### src/rtl/instr_sequencer.sv
// Program sequencer for the lab processor: stores program words, then issues them
// one at a time on DIN with a Run pulse, advancing on the processor's Done.
module instr_sequencer #(
   parameter int DEPTH   = 16,
   parameter int AW      = 4,
   parameter int TIMEOUT = 8
) (
   input  logic          CLK_1HZ,
   input  logic          resetn,
   input  logic          load_en,
   input  logic [7:0]    wr_data,
   input  logic          start,
   input  logic          Done,
   output logic [7:0]    DIN,
   output logic          Run,
   output logic [AW-1:0] pc,
   output logic [AW:0]   len,
   output logic          full,
   output logic          busy,
   output logic          err
);

   localparam int TW = $clog2(TIMEOUT + 1);

   typedef enum logic [1:0] {IDLE, ISSUE, WAIT, HALT} state_t;

   state_t        state_q;
   logic [7:0]    mem [DEPTH];
   logic [7:0]    din_q;
   logic          run_q;
   logic [AW:0]   pc_q;
   logic [AW:0]   len_q;
   logic          full_q;
   logic          busy_q;
   logic          err_q;
   logic          isMvi_q;
   logic [TW-1:0] cnt_q;

   logic [AW:0]   stepPc_d;
   logic [7:0]    nextWord_d;
   logic          nextBad_d;
   logic          firstBad_d;
   logic          curBad_d;
   logic [AW-1:0] immAddr_d;
   logic          wrEn_d;

   // Run is registered, so a missing mvi immediate must be spotted one edge early.
   always_comb begin
      stepPc_d   = pc_q + (isMvi_q ? (AW+1)'(2) : (AW+1)'(1));
      nextWord_d = mem[stepPc_d[AW-1:0]];
      nextBad_d  = (nextWord_d[1:0] == 2'b01) && ((stepPc_d + (AW+1)'(1)) >= len_q);
      firstBad_d = (mem[0][1:0] == 2'b01) && (len_q <= (AW+1)'(1));
      curBad_d   = (din_q[1:0] == 2'b01) && ((pc_q + (AW+1)'(1)) >= len_q);
      immAddr_d  = pc_q[AW-1:0] + AW'(1);
      wrEn_d     = resetn && (state_q == IDLE) && load_en && !start && !full_q;
   end

   always_ff @(posedge CLK_1HZ) begin
      if (wrEn_d) begin
         mem[len_q[AW-1:0]] <= wr_data;
      end
   end

   always_ff @(posedge CLK_1HZ) begin
      if (!resetn) begin
         state_q <= IDLE;
         din_q   <= 8'h00;
         run_q   <= 1'b0;
         pc_q    <= '0;
         len_q   <= '0;
         full_q  <= 1'b0;
         busy_q  <= 1'b0;
         err_q   <= 1'b0;
         isMvi_q <= 1'b0;
         cnt_q   <= '0;
      end else begin
         run_q <= 1'b0;
         case (state_q)
            IDLE: begin
               if (start && (len_q != '0)) begin
                  pc_q    <= '0;
                  din_q   <= mem[0];
                  run_q   <= !firstBad_d;
                  busy_q  <= 1'b1;
                  state_q <= ISSUE;
               end else if (load_en && !full_q) begin
                  len_q  <= len_q + (AW+1)'(1);
                  full_q <= ((len_q + (AW+1)'(1)) == (AW+1)'(DEPTH));
               end
            end
            ISSUE: begin
               cnt_q <= '0;
               if (curBad_d) begin
                  err_q   <= 1'b1;
                  din_q   <= 8'h00;
                  busy_q  <= 1'b0;
                  state_q <= HALT;
               end else begin
                  isMvi_q <= (din_q[1:0] == 2'b01);
                  if (din_q[1:0] == 2'b01) begin
                     din_q <= mem[immAddr_d];
                  end
                  state_q <= WAIT;
               end
            end
            WAIT: begin
               if (Done) begin
                  if (stepPc_d < len_q) begin
                     pc_q    <= stepPc_d;
                     din_q   <= nextWord_d;
                     run_q   <= !nextBad_d;
                     state_q <= ISSUE;
                  end else begin
                     pc_q    <= len_q;
                     din_q   <= 8'h00;
                     busy_q  <= 1'b0;
                     state_q <= IDLE;
                  end
               end else if ((cnt_q + TW'(1)) == TW'(TIMEOUT)) begin
                  err_q   <= 1'b1;
                  din_q   <= 8'h00;
                  busy_q  <= 1'b0;
                  state_q <= HALT;
               end else begin
                  cnt_q <= cnt_q + TW'(1);
               end
            end
            HALT: begin
               if (start) begin
                  err_q   <= 1'b0;
                  pc_q    <= '0;
                  din_q   <= mem[0];
                  run_q   <= !firstBad_d;
                  busy_q  <= 1'b1;
                  state_q <= ISSUE;
               end
            end
            default: state_q <= IDLE;
         endcase
      end
   end

   assign DIN  = din_q;
   assign Run  = run_q;
   assign pc   = pc_q[AW-1:0];
   assign len  = len_q;
   assign full = full_q;
   assign busy = busy_q;
   assign err  = err_q;

endmodule

### config.mk
export PLATFORM = sky130hd
export DESIGN_NAME = instr_sequencer
export DESIGN_NICKNAME = d
export VERILOG_FILES = /design/src/rtl/instr_sequencer.sv
export SDC_FILE = /design/constraint.sdc
export NUM_CORES = 1
export LEC_CHECK = 0
export CELL_PAD_IN_SITES_DETAIL_PLACEMENT = 1
export CELL_PAD_IN_SITES_GLOBAL_PLACEMENT = 2
export CORE_ASPECT_RATIO = 0.75
export CORE_MARGIN = 3
export CORE_UTILIZATION = 42
export CTS_CLUSTER_DIAMETER = 30
export DETAILED_ROUTE_END_ITERATION = 16
export DONT_BUFFER_PORTS = 1
export GPL_ROUTABILITY_DRIVEN = 0
export PLACE_DENSITY_LB_ADDON = 0.1
export RECOVER_POWER = 25
export SETUP_SLACK_MARGIN = 0.5
export SYNTH_ARGS = -nofsm -noshare
export SYNTH_HDL_FRONTEND = slang
export SYNTH_SLANG_ARGS = --single-unit
### constraint.sdc
create_clock -name CLK_1HZ -period 2.9 [get_ports CLK_1HZ]
set_input_delay 0.435 -clock CLK_1HZ [delete_from_list [all_inputs] [get_ports CLK_1HZ]]
set_output_delay 0.435 -clock CLK_1HZ [all_outputs]
set_load 0.02 [all_outputs]
==> results.json, run 1 <==
{
  "timing.final.max_slew_violations": 0,
  "yosys_most_used_dff": "sky130_fd_sc_hd__edfxtp_1",
  "leakagePower_uw": 0.003437,
  "critical_path_class": "register to register",
  "floorplan.die_area_um2": 21230,
  "synth.most_common_cell": "sky130_fd_sc_hd__edfxtp_1",
  "area_growth_pct": 24.52,
  "finalHoldViolations": 0,
  "synth_top_cells_by_area": "sky130_fd_sc_hd__edfxtp_1 47%, sky130_fd_sc_hd__mux4_2 18%, sky130_fd_sc_hd__dfxtp_1 7.1%",
  "global_route.usage.total_pct": 24.26,
  "placement.cell_area_um2": 8947,
  "crit_path_start_kind": "register",
  "ys_seq_area_share_pct": 54.03,
  "final_layout_size_suffix_gt1_share_pct": 39.81,
  "max_cap_viol_count": 0,
  "netlist_instances": 563,
  "wl_um": 25360,
  "clk-insertion-delay-late_ns": 0.44,
  "critical_path_launch_point": "isMvi_q",
  "multi_input_area_um2": 3908,
  "synth_compound_area_share_pct": 7.914,
  "fillCellCount": 1792,
  "rows": 43,
  "cts_root_buf": "sky130_fd_sc_hd__clkbuf_16",
  "drt_iter0_drc": 602,
  "synth_top_family_by_area": "multiplexers",
  "antenna_violations_before_repair": 0,
  "cts-hold-fix-buffers": 0,
  "hold_path_class": "input port to register",
  "r2r_setup_slk_ns": 0.04,
  "worst_setup_path_end_kind": "register",
  "top_level_ports": 34,
  "worst_r2r_endpoint": "DIN[1]",
  "cts_tree": "built",
  "grt_setup_unrepaired": "true",
  "clock_path_buffers": 2,
  "synth-adder-area-share_pct": 4.675,
  "place_hpwl_um": 16750,
  "syn_area_per_cell_um2": 14.55,
  "synth_xor_xnor_area_share_pct": 1.283,
  "max-slew-margin-rel_pct": 48.59,
  "io_buffers": 0,
  "clk_pin_slew_worst_paths_ns": 0.08,
  "syn_area_um2": 8189,
  "synth_top_cells_by_count": "128 x sky130_fd_sc_hd__edfxtp_1, 66 x sky130_fd_sc_hd__mux4_2, 33 x sky130_fd_sc_hd__nand2_1, 33 x sky130_fd_sc_hd__nor2_1",
  "cts-buffers-inserted": 17,
  "remaining_drc_errors": 0,
  "synthSimpleGateAreaFrac_pct": 7.166,
  "synthDominantCellAreaShare_pct": 46.94,
  "synth-seq-cells": 157,
  "max_freq_mhz": 350.2,
  "min_delay_path_depth": 0,
  "fp.dieW_um": 167.2,
  "coreArea_um2": 18830,
  "grt_overflow_total": 0,
  "first_global_vias": 5771,
  "routed-via-count": 5505,
  "timing.clock.skew_ns": 0.01573,
  "final_worst_path_period_need_ns": 2.855,
  "largest_net_degree_at_the_start_of_global_routing": 21,
  "finalNetCount": 678,
  "post-synth-top-area-cell": "sky130_fd_sc_hd__edfxtp_1",
  "timing.critical_path.required_ns": 3.18,
  "synth.area.mux_share_pct": 21.63,
  "first_pass_grt_wire_length_um": 38120,
  "power_density_cells_nw_per_um2": 620.2,
  "seqCellArea_um2": 4432,
  "synthArstFlopShare_pct": 0,
  "ir_worst_vdd_mv": 0.3975,
  "rr_worst_depth": 10,
  "crit_path_max_fanout": 5,
  "ctsHtreeMaxLevel": 4,
  "finalInstanceArea_um2": 10200,
  "yosysUniqueCellTypes": 56,
  "synth_warnings": 0,
  "detail_route.first_pass.iterations": 5,
  "cts.sinks": 157,
  "synth_enable_flop_cells": 128,
  "die_height_um": 126.9,
  "worstReg2RegStart": "isMvi_q",
  "final_worst_hold_slack_ns": 0.08165,
  "status": "finished, final reports clean",
  "arrival_ns": 3.14,
  "drt-vias-per-instance": 6.151,
  "finalSetupViolCount": 0,
  "antennaDiodeCount": 0,
  "ant_nets": 0,
  "floorplan.initialDensity_pct": 43.49,
  "timing.critical_path.to": "DIN[1]",
  "worstMarginPinSlew_ns": 0.7712,
  "routedWlPerCell_um": 28.33,
  "mappedNetlistNets": 606,
  "finalCritPeriodShare_pct": 98.45
}
## timing repair
item,4_1_cts,5_1_grt
pin swaps,20,12
cloned,5,1
buffers inserted,12,5
gates resized for setup,40,37
setup endpoints to repair,18,148
## area by class of cell
type / count / area share, %
clock buffers: 17 / 4.172
clock inverters: 15 / 1.571
inverters: 19 / 0.6994
multi-input cells: 354 / 38.32
flip-flops and latches: 157 / 43.46
well taps: 247 / 3.031
repair buffers: 86 / 8.748
## critical path, cell delays in order, from the launching register on
cell	delay (ns)
sky130_fd_sc_hd__dfxtp_2	0.36
sky130_fd_sc_hd__inv_2	0.05
sky130_fd_sc_hd__ha_4	0.16
sky130_fd_sc_hd__fa_2	0.64
sky130_fd_sc_hd__buf_6	0.15
sky130_fd_sc_hd__buf_16	0.13
sky130_fd_sc_hd__buf_6	0.09
sky130_fd_sc_hd__mux4_2	0.54
sky130_fd_sc_hd__mux2_4	0.32
sky130_fd_sc_hd__a21oi_2	0.12
sky130_fd_sc_hd__a41oi_1	0.11
## worst min path at each step
| stage | startpoint | to | slack (ns) |
|---|---|---|---|
| CTS | wr_data[7] | mem[3][7] | 0.07 |
| detailed placement | cnt_q[3] | cnt_q[3] | 0.49 |
| global route | wr_data[4] | mem[10][4] | 0.07 |
| floorplan | cnt_q[3] | cnt_q[3] | 0.44 |
| finish | wr_data[5] | mem[10][5] | 0.08 |
| global placement | cnt_q[3] | cnt_q[3] | 0.46 |
## stage by stage
| stage | power [uW] | worst slack, ns | util, % | setup TNS, ns | instances |
|---|---|---|---|---|---|
| 2_1_floorplan | 3452 | 0.1941 | - | 0 | 563 |
| 3_3_place_gp | 3862 | -0.05261 | 47.52 | -0.09067 | 840 |
| 3_5_place_dp | 3884 | -0.1248 | 47.52 | -0.2664 | 840 |
| 4_1_cts | 6208 | 0.1114 | 52.84 | 0 | 889 |
| 5_1_grt | 6554 | -0.05854 | 54.15 | -0.2575 | 895 |
| 6_report | 6325 | 0.04481 | 54.15 | 0 | 895 |
## layer usage
metal  GRT usage (%)  part of all wire [%]  vias up
li1                -                     -     2382
met1           36.21                    46     2912
met2           36.58                    45      187
met3           6.480                   7.4       24
met4           4.233                   1.0        0
met5               0                     0        -
## layout by cell type, fill, tap and decap left out, types with 4 or more instances in the layout
| cell type | netlist | layout |
|---|---|---|
| sky130_fd_sc_hd__buf_6 | 4 | 7 |
| sky130_fd_sc_hd__inv_6 | 0 | 5 |
| sky130_fd_sc_hd__nor2b_1 | 9 | 8 |
| sky130_fd_sc_hd__ha_4 | 0 | 7 |
| sky130_fd_sc_hd__o21ai_0 | 22 | 14 |
| sky130_fd_sc_hd__xnor2_1 | 7 | 6 |
| sky130_fd_sc_hd__inv_1 | 18 | 15 |
| sky130_fd_sc_hd__buf_4 | 7 | 66 |
| sky130_fd_sc_hd__mux2i_2 | 0 | 5 |
| sky130_fd_sc_hd__inv_8 | 0 | 6 |
| sky130_fd_sc_hd__nand3_1 | 11 | 11 |
| sky130_fd_sc_hd__mux4_2 | 66 | 66 |
| sky130_fd_sc_hd__ha_1 | 29 | 21 |
| sky130_fd_sc_hd__buf_12 | 0 | 7 |
| sky130_fd_sc_hd__nand2_1 | 33 | 33 |
| sky130_fd_sc_hd__mux2i_1 | 24 | 17 |
| sky130_fd_sc_hd__nand2b_1 | 5 | 5 |
| sky130_fd_sc_hd__nor2_1 | 33 | 31 |
| sky130_fd_sc_hd__nor3_2 | 0 | 8 |
| sky130_fd_sc_hd__a211oi_1 | 14 | 7 |
| sky130_fd_sc_hd__edfxtp_1 | 128 | 128 |
| sky130_fd_sc_hd__nor3_1 | 13 | 5 |
| sky130_fd_sc_hd__o21ai_1 | 1 | 7 |
| sky130_fd_sc_hd__a211oi_2 | 0 | 7 |
| sky130_fd_sc_hd__o211ai_1 | 4 | 4 |
| sky130_fd_sc_hd__a21o_1 | 4 | 4 |
| sky130_fd_sc_hd__dfxtp_1 | 29 | 25 |
| sky130_fd_sc_hd__a21oi_1 | 19 | 15 |
| sky130_fd_sc_hd__clkbuf_16 | 0 | 18 |
## cells by family after synthesis
kind of cell             after synthesis
flip-flops                           157
AND/OR/NAND/NOR                      122
AO/OA/AOI/OAI                         96
multiplexers                          94
buffers and inverters                 52
adder cells (fa/ha/maj)               30
XOR/XNOR                              12
## sequential cells by signal (all words and copies together), names as in the netlist
name and cells:
DIN 8, Run 1, busy 1, cnt_q 4, err 1, full 1, isMvi_q 1, len 5
mem 128, pc_q 5, state_q 2
## power by group
part | total [uW] | switching, uW | internal (uW)
Clock | 2280 | 1120 | 1160
Combinational | 1350 | 760 | 585
Sequential | 2700 | 168 | 2530
Note: power is estimated with default switching activity, not from simulation.
==> run 2, diff against run 1 <==
==> constraint.sdc (replaced) <==
create_clock -name CLK_1HZ -period 2.9 [get_ports CLK_1HZ]
set_input_delay 0.435 -clock CLK_1HZ [delete_from_list [all_inputs] [get_ports CLK_1HZ]]
set_output_delay 0.435 -clock CLK_1HZ [all_outputs]
set_load 0.005 [all_outputs]
==> results.json, run 2 (synthesized netlist as in run 1, its figures left out) <==
{
  "violations": "setup timing",
  "grt_overflow_total": 0,
  "cts_tree": "built",
  "max_cap_viol_count": 0,
  "hold_path_class": "input port to register",
  "global_route.usage.total_pct": 23.67,
  "routed-via-count": 5432,
  "status": "complete, but fails checks",
  "drt-vias-per-instance": 6.166,
  "crit_path_start_kind": "register",
  "ant_nets": 0,
  "first_global_vias": 5596,
  "final_worst_hold_slack_ns": 0.1032,
  "die_height_um": 126.9,
  "max-slew-margin-rel_pct": 29.08,
  "grt_setup_unrepaired": "true",
  "top_level_ports": 34,
  "max_freq_mhz": 342.5,
  "min_from": "wr_data[2]",
  "cts.sinks": 157,
  "leakagePower_uw": 0.003316,
  "rows": 43,
  "largest_net_degree_at_the_start_of_global_routing": 33,
  "coreArea_um2": 18830,
  "timing.final.ws_setup_ns": -0.01968,
  "finalHoldViolations": 0,
  "wl_um": 25180,
  "cts_root_buf": "sky130_fd_sc_hd__clkbuf_16",
  "worstMarginPinSlew_ns": 1.064,
  "largest_reg_flops": 128,
  "routedWlPerCell_um": 28.58,
  "place_hpwl_um": 16510,
  "final_layout_size_suffix_gt1_share_pct": 38.80,
  "clock_path_buffers": 2,
  "timing.final.max_slew_violations": 0,
  "clk_pin_slew_worst_paths_ns": 0.06,
  "arrival_ns": 3.27,
  "finalInstanceArea_um2": 10100,
  "area_growth_pct": 23.28,
  "timing.clock.skew_ns": 0.007559,
  "floorplan.initialDensity_pct": 43.49,
  "cts-buffers-inserted": 17,
  "critical_path_class": "register to register",
  "antennaDiodeCount": 0,
  "final_worst_path_period_need_ns": 2.920,
  "power_density_cells_nw_per_um2": 600.4,
  "timing.critical_path.required_ns": 3.25,
  "floorplan.die_area_um2": 21230,
  "ctsHtreeMaxLevel": 4,
  "drt_iter0_drc": 590,
  "worst_setup_path_end_kind": "register",
  "final_cell_mix": "128 x sky130_fd_sc_hd__edfxtp_1, 66 x sky130_fd_sc_hd__mux4_2, 54 x sky130_fd_sc_hd__buf_4",
  "critical_path_launch_point": "isMvi_q",
  "ir_worst_vdd_mv": 0.4435,
  "placement.cell_area_um2": 8877,
  "layout_commonest_cell": "sky130_fd_sc_hd__edfxtp_1",
  "crit_path_max_fanout": 8,
  "fp.dieW_um": 167.2,
  "remaining_drc_errors": 0,
  "first_pass_grt_wire_length_um": 37070,
  "io_buffers": 0,
  "finalCritPeriodShare_pct": 100.7,
  "clk-insertion-delay-late_ns": 0.42,
  "finalNetCount": 664,
  "worstReg2RegStart": "isMvi_q",
  "detail_route.first_pass.iterations": 5,
  "dp_worst_setup_slack_ns": -0.1310,
  "antenna_violations_before_repair": 0,
  "finalSetupViolCount": 2
}
[run 2: final cells by class]
type | instances | area (um2)
Timing Repair Buffer | 72 | 729.5
Inverter | 19 | 80.08
Multi-Input combinational cell | 354 | 4033
Clock buffer | 21 | 440.4
Sequential cell | 157 | 4434
Clock inverter | 11 | 70.07
Tap cell | 247 | 309.0
Fill cell | 1811 | 8735
[run 2: repair_timing]
item | 4_1_cts | 5_1_grt
hold buffers | 0 | 0
setup buffers | 12 | 6
endpoints found under the setup margin | 17 | 147
resized for setup | 21 | 80
cloned | 1 | 1
pin swaps | 13 | 37
[run 2: per-layer routing]
layer	up-vias	part of all wire [%]	wire (um)	track usage, %
met4	0	0.86	217	4.858
met3	17	5.8	1466	4.984
met1	2882	49	12420	37.61
li1	2359	-	-	-
met5	-	0	0	0
met2	174	44	11080	33.69
[run 2: path summary, 6_finish.rpt]
path | end | slack [ns] | cells after the start
worst min-delay path | mem[11][2] | 0.10 | 0
worst max-delay path | DIN[7] | -0.02 | 13
worst max register to register | DIN[7] | -0.02 | 13
worst min register to register | DIN[6] | 0.48 | 2
[run 2: where the power goes]
group          switching (uW)  internal, uW  total, uW
logic                     810           605       1420
clock network             932          1090       2020
registers                91.2          2540       2630
total                    1830          4230       6060
[run 2: worst max-delay path, stage by stage (launching register included)]
cell	delay, ns
sky130_fd_sc_hd__dfxtp_4	0.36
sky130_fd_sc_hd__inv_4	0.04
sky130_fd_sc_hd__ha_4	0.15
sky130_fd_sc_hd__fa_2	0.66
sky130_fd_sc_hd__buf_6	0.15
sky130_fd_sc_hd__ha_4	0.19
sky130_fd_sc_hd__nor2b_4	0.12
sky130_fd_sc_hd__o2111ai_2	0.26
sky130_fd_sc_hd__nand4_1	0.15
sky130_fd_sc_hd__buf_6	0.16
sky130_fd_sc_hd__clkbuf_16	0.17
sky130_fd_sc_hd__o31ai_2	0.24
sky130_fd_sc_hd__a211oi_2	0.06
sky130_fd_sc_hd__o21ai_0	0.13
[run 2: through the flow]
stage / power, uW / cells / TNS, ns / util (%)
after floorplan: 3371 / 563 / 0 / -
after global placement: 3732 / 829 / -0.1525 / 47.14
after detailed placement: 3756 / 829 / -0.2761 / 47.14
after CTS: 5874 / 874 / 0 / 51.04
after global routing: 6290 / 881 / -0.7174 / 53.61
final: 6062 / 881 / -0.03006 / 53.61
==> run 3, diff against run 2 <==
--- a/config.mk
+++ b/config.mk
@@ -5,10 +5,10 @@
 export SDC_FILE = /design/constraint.sdc
 export NUM_CORES = 1
 export LEC_CHECK = 0
+export CAP_MARGIN = 20
 export CELL_PAD_IN_SITES_DETAIL_PLACEMENT = 1
 export CELL_PAD_IN_SITES_GLOBAL_PLACEMENT = 2
 export CORE_ASPECT_RATIO = 0.75
-export CORE_MARGIN = 3
 export CORE_UTILIZATION = 42
 export CTS_CLUSTER_DIAMETER = 30
 export DETAILED_ROUTE_END_ITERATION = 16
==> results.json, run 3 (synthesized netlist as in run 1, its figures left out) <==
{
  "status": "finished, final reports clean",
  "finalInstanceArea_um2": 10140,
  "cpMaxStageDelayCell": "sky130_fd_sc_hd__fa_2",
  "cts.sinks": 157,
  "finalNetCount": 669,
  "worstReg2RegStart": "isMvi_q",
  "die_height_um": 122.9,
  "first_global_vias": 5694,
  "critical_path.cell_chain": "inv_4 -> ha_4 -> fa_2 -> buf_6 -> buf_12 -> buf_12 -> mux4_2 -> mux2i_2 -> o31ai_2 -> a211oi_2 -> o21ai_1",
  "worst_setup_path_end_kind": "register",
  "drt_iter0_drc": 603,
  "drt-vias-per-instance": 6.235,
  "ctsHtreeMaxLevel": 4,
  "io_buffers": 0,
  "first_pass_grt_wire_length_um": 37660,
  "max-slew-margin-rel_pct": 44.64,
  "min_from": "wr_data[1]",
  "crit_path_max_fanout": 7,
  "r2r_setup_slk_ns": 0.07,
  "floorplan.initialDensity_pct": 43.61,
  "arrival_ns": 3.13,
  "cts_tree": "built",
  "critical_path_class": "register to register",
  "cts-buffers-inserted": 17,
  "worst_path_largest_cell_delay_ns": 0.62,
  "worstMarginPinSlew_ns": 0.8240,
  "leakagePower_uw": 0.003385,
  "placement.cell_area_um2": 8857,
  "routed-via-count": 5524,
  "floorplan.die_area_um2": 20070,
  "grt_setup_unrepaired": "true",
  "grt_overflow_total": 0,
  "clock_path_buffers": 2,
  "fp.dieW_um": 163.2,
  "global_route.usage.total_pct": 26.90,
  "largest_reg_flops": 128,
  "rows": 43,
  "timing.critical_path.required_ns": 3.21,
  "routedWlPerCell_um": 28.86,
  "cts-hold-fix-buffers": 0,
  "detail_route.first_pass.iterations": 5,
  "place_hpwl_um": 16720,
  "area_growth_pct": 23.80,
  "hold_path_class": "input port to register",
  "wl_um": 25570,
  "hold-path-endpoint": "mem[9][1]",
  "final_layout_size_suffix_gt1_share_pct": 37.87,
  "largest_net_degree_at_the_start_of_global_routing": 22,
  "ir_worst_vdd_mv": 0.4139,
  "remaining_drc_errors": 0,
  "max_cap_viol_count": 0,
  "ant_nets": 0,
  "cts_root_buf": "sky130_fd_sc_hd__clkbuf_16",
  "rr_worst_depth": 11,
  "family_of_cells_with_the_greatest_summed_delay_on_the_critical_path": "adder cells",
  "clk_pin_slew_worst_paths_ns": 0.07,
  "antenna_violations_before_repair": 0,
  "antennaDiodeCount": 0,
  "worst_r2r_endpoint": "DIN[2]",
  "layout_commonest_cell": "sky130_fd_sc_hd__edfxtp_1",
  "top_level_ports": 34,
  "final_cell_mix": "128 x sky130_fd_sc_hd__edfxtp_1, 66 x sky130_fd_sc_hd__mux4_2, 53 x sky130_fd_sc_hd__buf_4",
  "finalSetupViolCount": 0,
  "final_worst_path_period_need_ns": 2.826,
  "crit_buf_inv": 4,
  "crit_path_start_kind": "register",
  "min_delay_path_depth": 0,
  "clk-insertion-delay-late_ns": 0.43,
  "layout.core_utilization_pct": 53.99,
  "coreArea_um2": 18780,
  "finalHoldViolations": 0,
  "max_freq_mhz": 353.9,
  "timing.clock.skew_ns": 0.01293,
  "power_density_cells_nw_per_um2": 594.8,
  "timing.final.max_slew_violations": 0,
  "critPathMostFrequentCell": "sky130_fd_sc_hd__buf_12",
  "finalCritPeriodShare_pct": 97.43
}
run 3: cell types whose count changed in the layout (fill, tap and decap cells not counted), moves of 3 or more:
cell / delta
sky130_fd_sc_hd__nor3_4: -3
sky130_fd_sc_hd__o31ai_1: +3
sky130_fd_sc_hd__nor3_1: +4
sky130_fd_sc_hd__buf_6: +3
sky130_fd_sc_hd__o21ai_2: +3
sky130_fd_sc_hd__clkinvlp_4: -3
sky130_fd_sc_hd__bufbuf_16: +3
sky130_fd_sc_hd__clkbuf_1: -3
sky130_fd_sc_hd__a21oi_2: -3
sky130_fd_sc_hd__o31ai_4: -4
run 3: metrics by stage:
stage	TNS [ns]	worst slack (ns)	std cells	total power [uW]	hold WS [ns]
finish	0	0.07439	886	6030	0.09475
global route	-0.03348	-0.01602	886	6262	0.07377
CTS	0	0.07512	875	5953	0.07763
detailed placement	-0.2204	-0.1389	828	3729	0.4973
global placement	-0.07803	-0.05129	828	3709	0.4623
floorplan	0	0.1941	563	3371	0.4388
run 3: layout make-up:
cell class / count / area (um2)
inverters: 19 / 73.82
multi-input cells: 354 / 3923
clock inverters: 14 / 115.1
clock buffers: 18 / 429.2
repair buffers: 77 / 855.8
well taps: 247 / 309.0
fillers: 1791 / 8638
flip-flops and latches: 157 / 4433
run 3: layer usage:
layer / wire length, um / track usage, %
met2: 11390 / 39.38
met1: 11500 / 39.39
met3: 2268 / 7.246
met4: 407 / 7.360
met5: 0 / 0
run 3: worst max-delay path by stage:
stage,startpoint,depth (start not counted),slack [ns],to
2_1_floorplan,isMvi_q,13,0.19,DIN[1]
3_5_place_dp,isMvi_q,9,-0.14,Run
5_1_grt,isMvi_q,11,-0.02,DIN[3]
3_3_place_gp,isMvi_q,10,-0.05,DIN[3]
4_1_cts,pc_q[1],8,0.08,Run
6_report,isMvi_q,11,0.07,DIN[2]
run 3: worst register-to-register path, stage by stage (launching register included):
cell	delay, ns
sky130_fd_sc_hd__dfxtp_4	0.36
sky130_fd_sc_hd__inv_4	0.04
sky130_fd_sc_hd__ha_4	0.15
sky130_fd_sc_hd__fa_2	0.62
sky130_fd_sc_hd__buf_6	0.13
sky130_fd_sc_hd__buf_12	0.14
sky130_fd_sc_hd__buf_12	0.14
sky130_fd_sc_hd__mux4_2	0.51
sky130_fd_sc_hd__mux2i_2	0.21
sky130_fd_sc_hd__o31ai_2	0.10
sky130_fd_sc_hd__a211oi_2	0.20
sky130_fd_sc_hd__o21ai_1	0.10
run 3: power breakdown:
group	switching (uW)	total (uW)	internal (uW)
Combinational	732	1270	536
Sequential	98.0	2630	2530
Clock	950	2130	1180
Total	1780	6030	4250
run 3: what timing repair did:
item	CTS	global route
buffers inserted	12	9
pin swaps	24	25
setup endpoints to repair	18	61
gates resized for setup	41	43
cloned	3	2
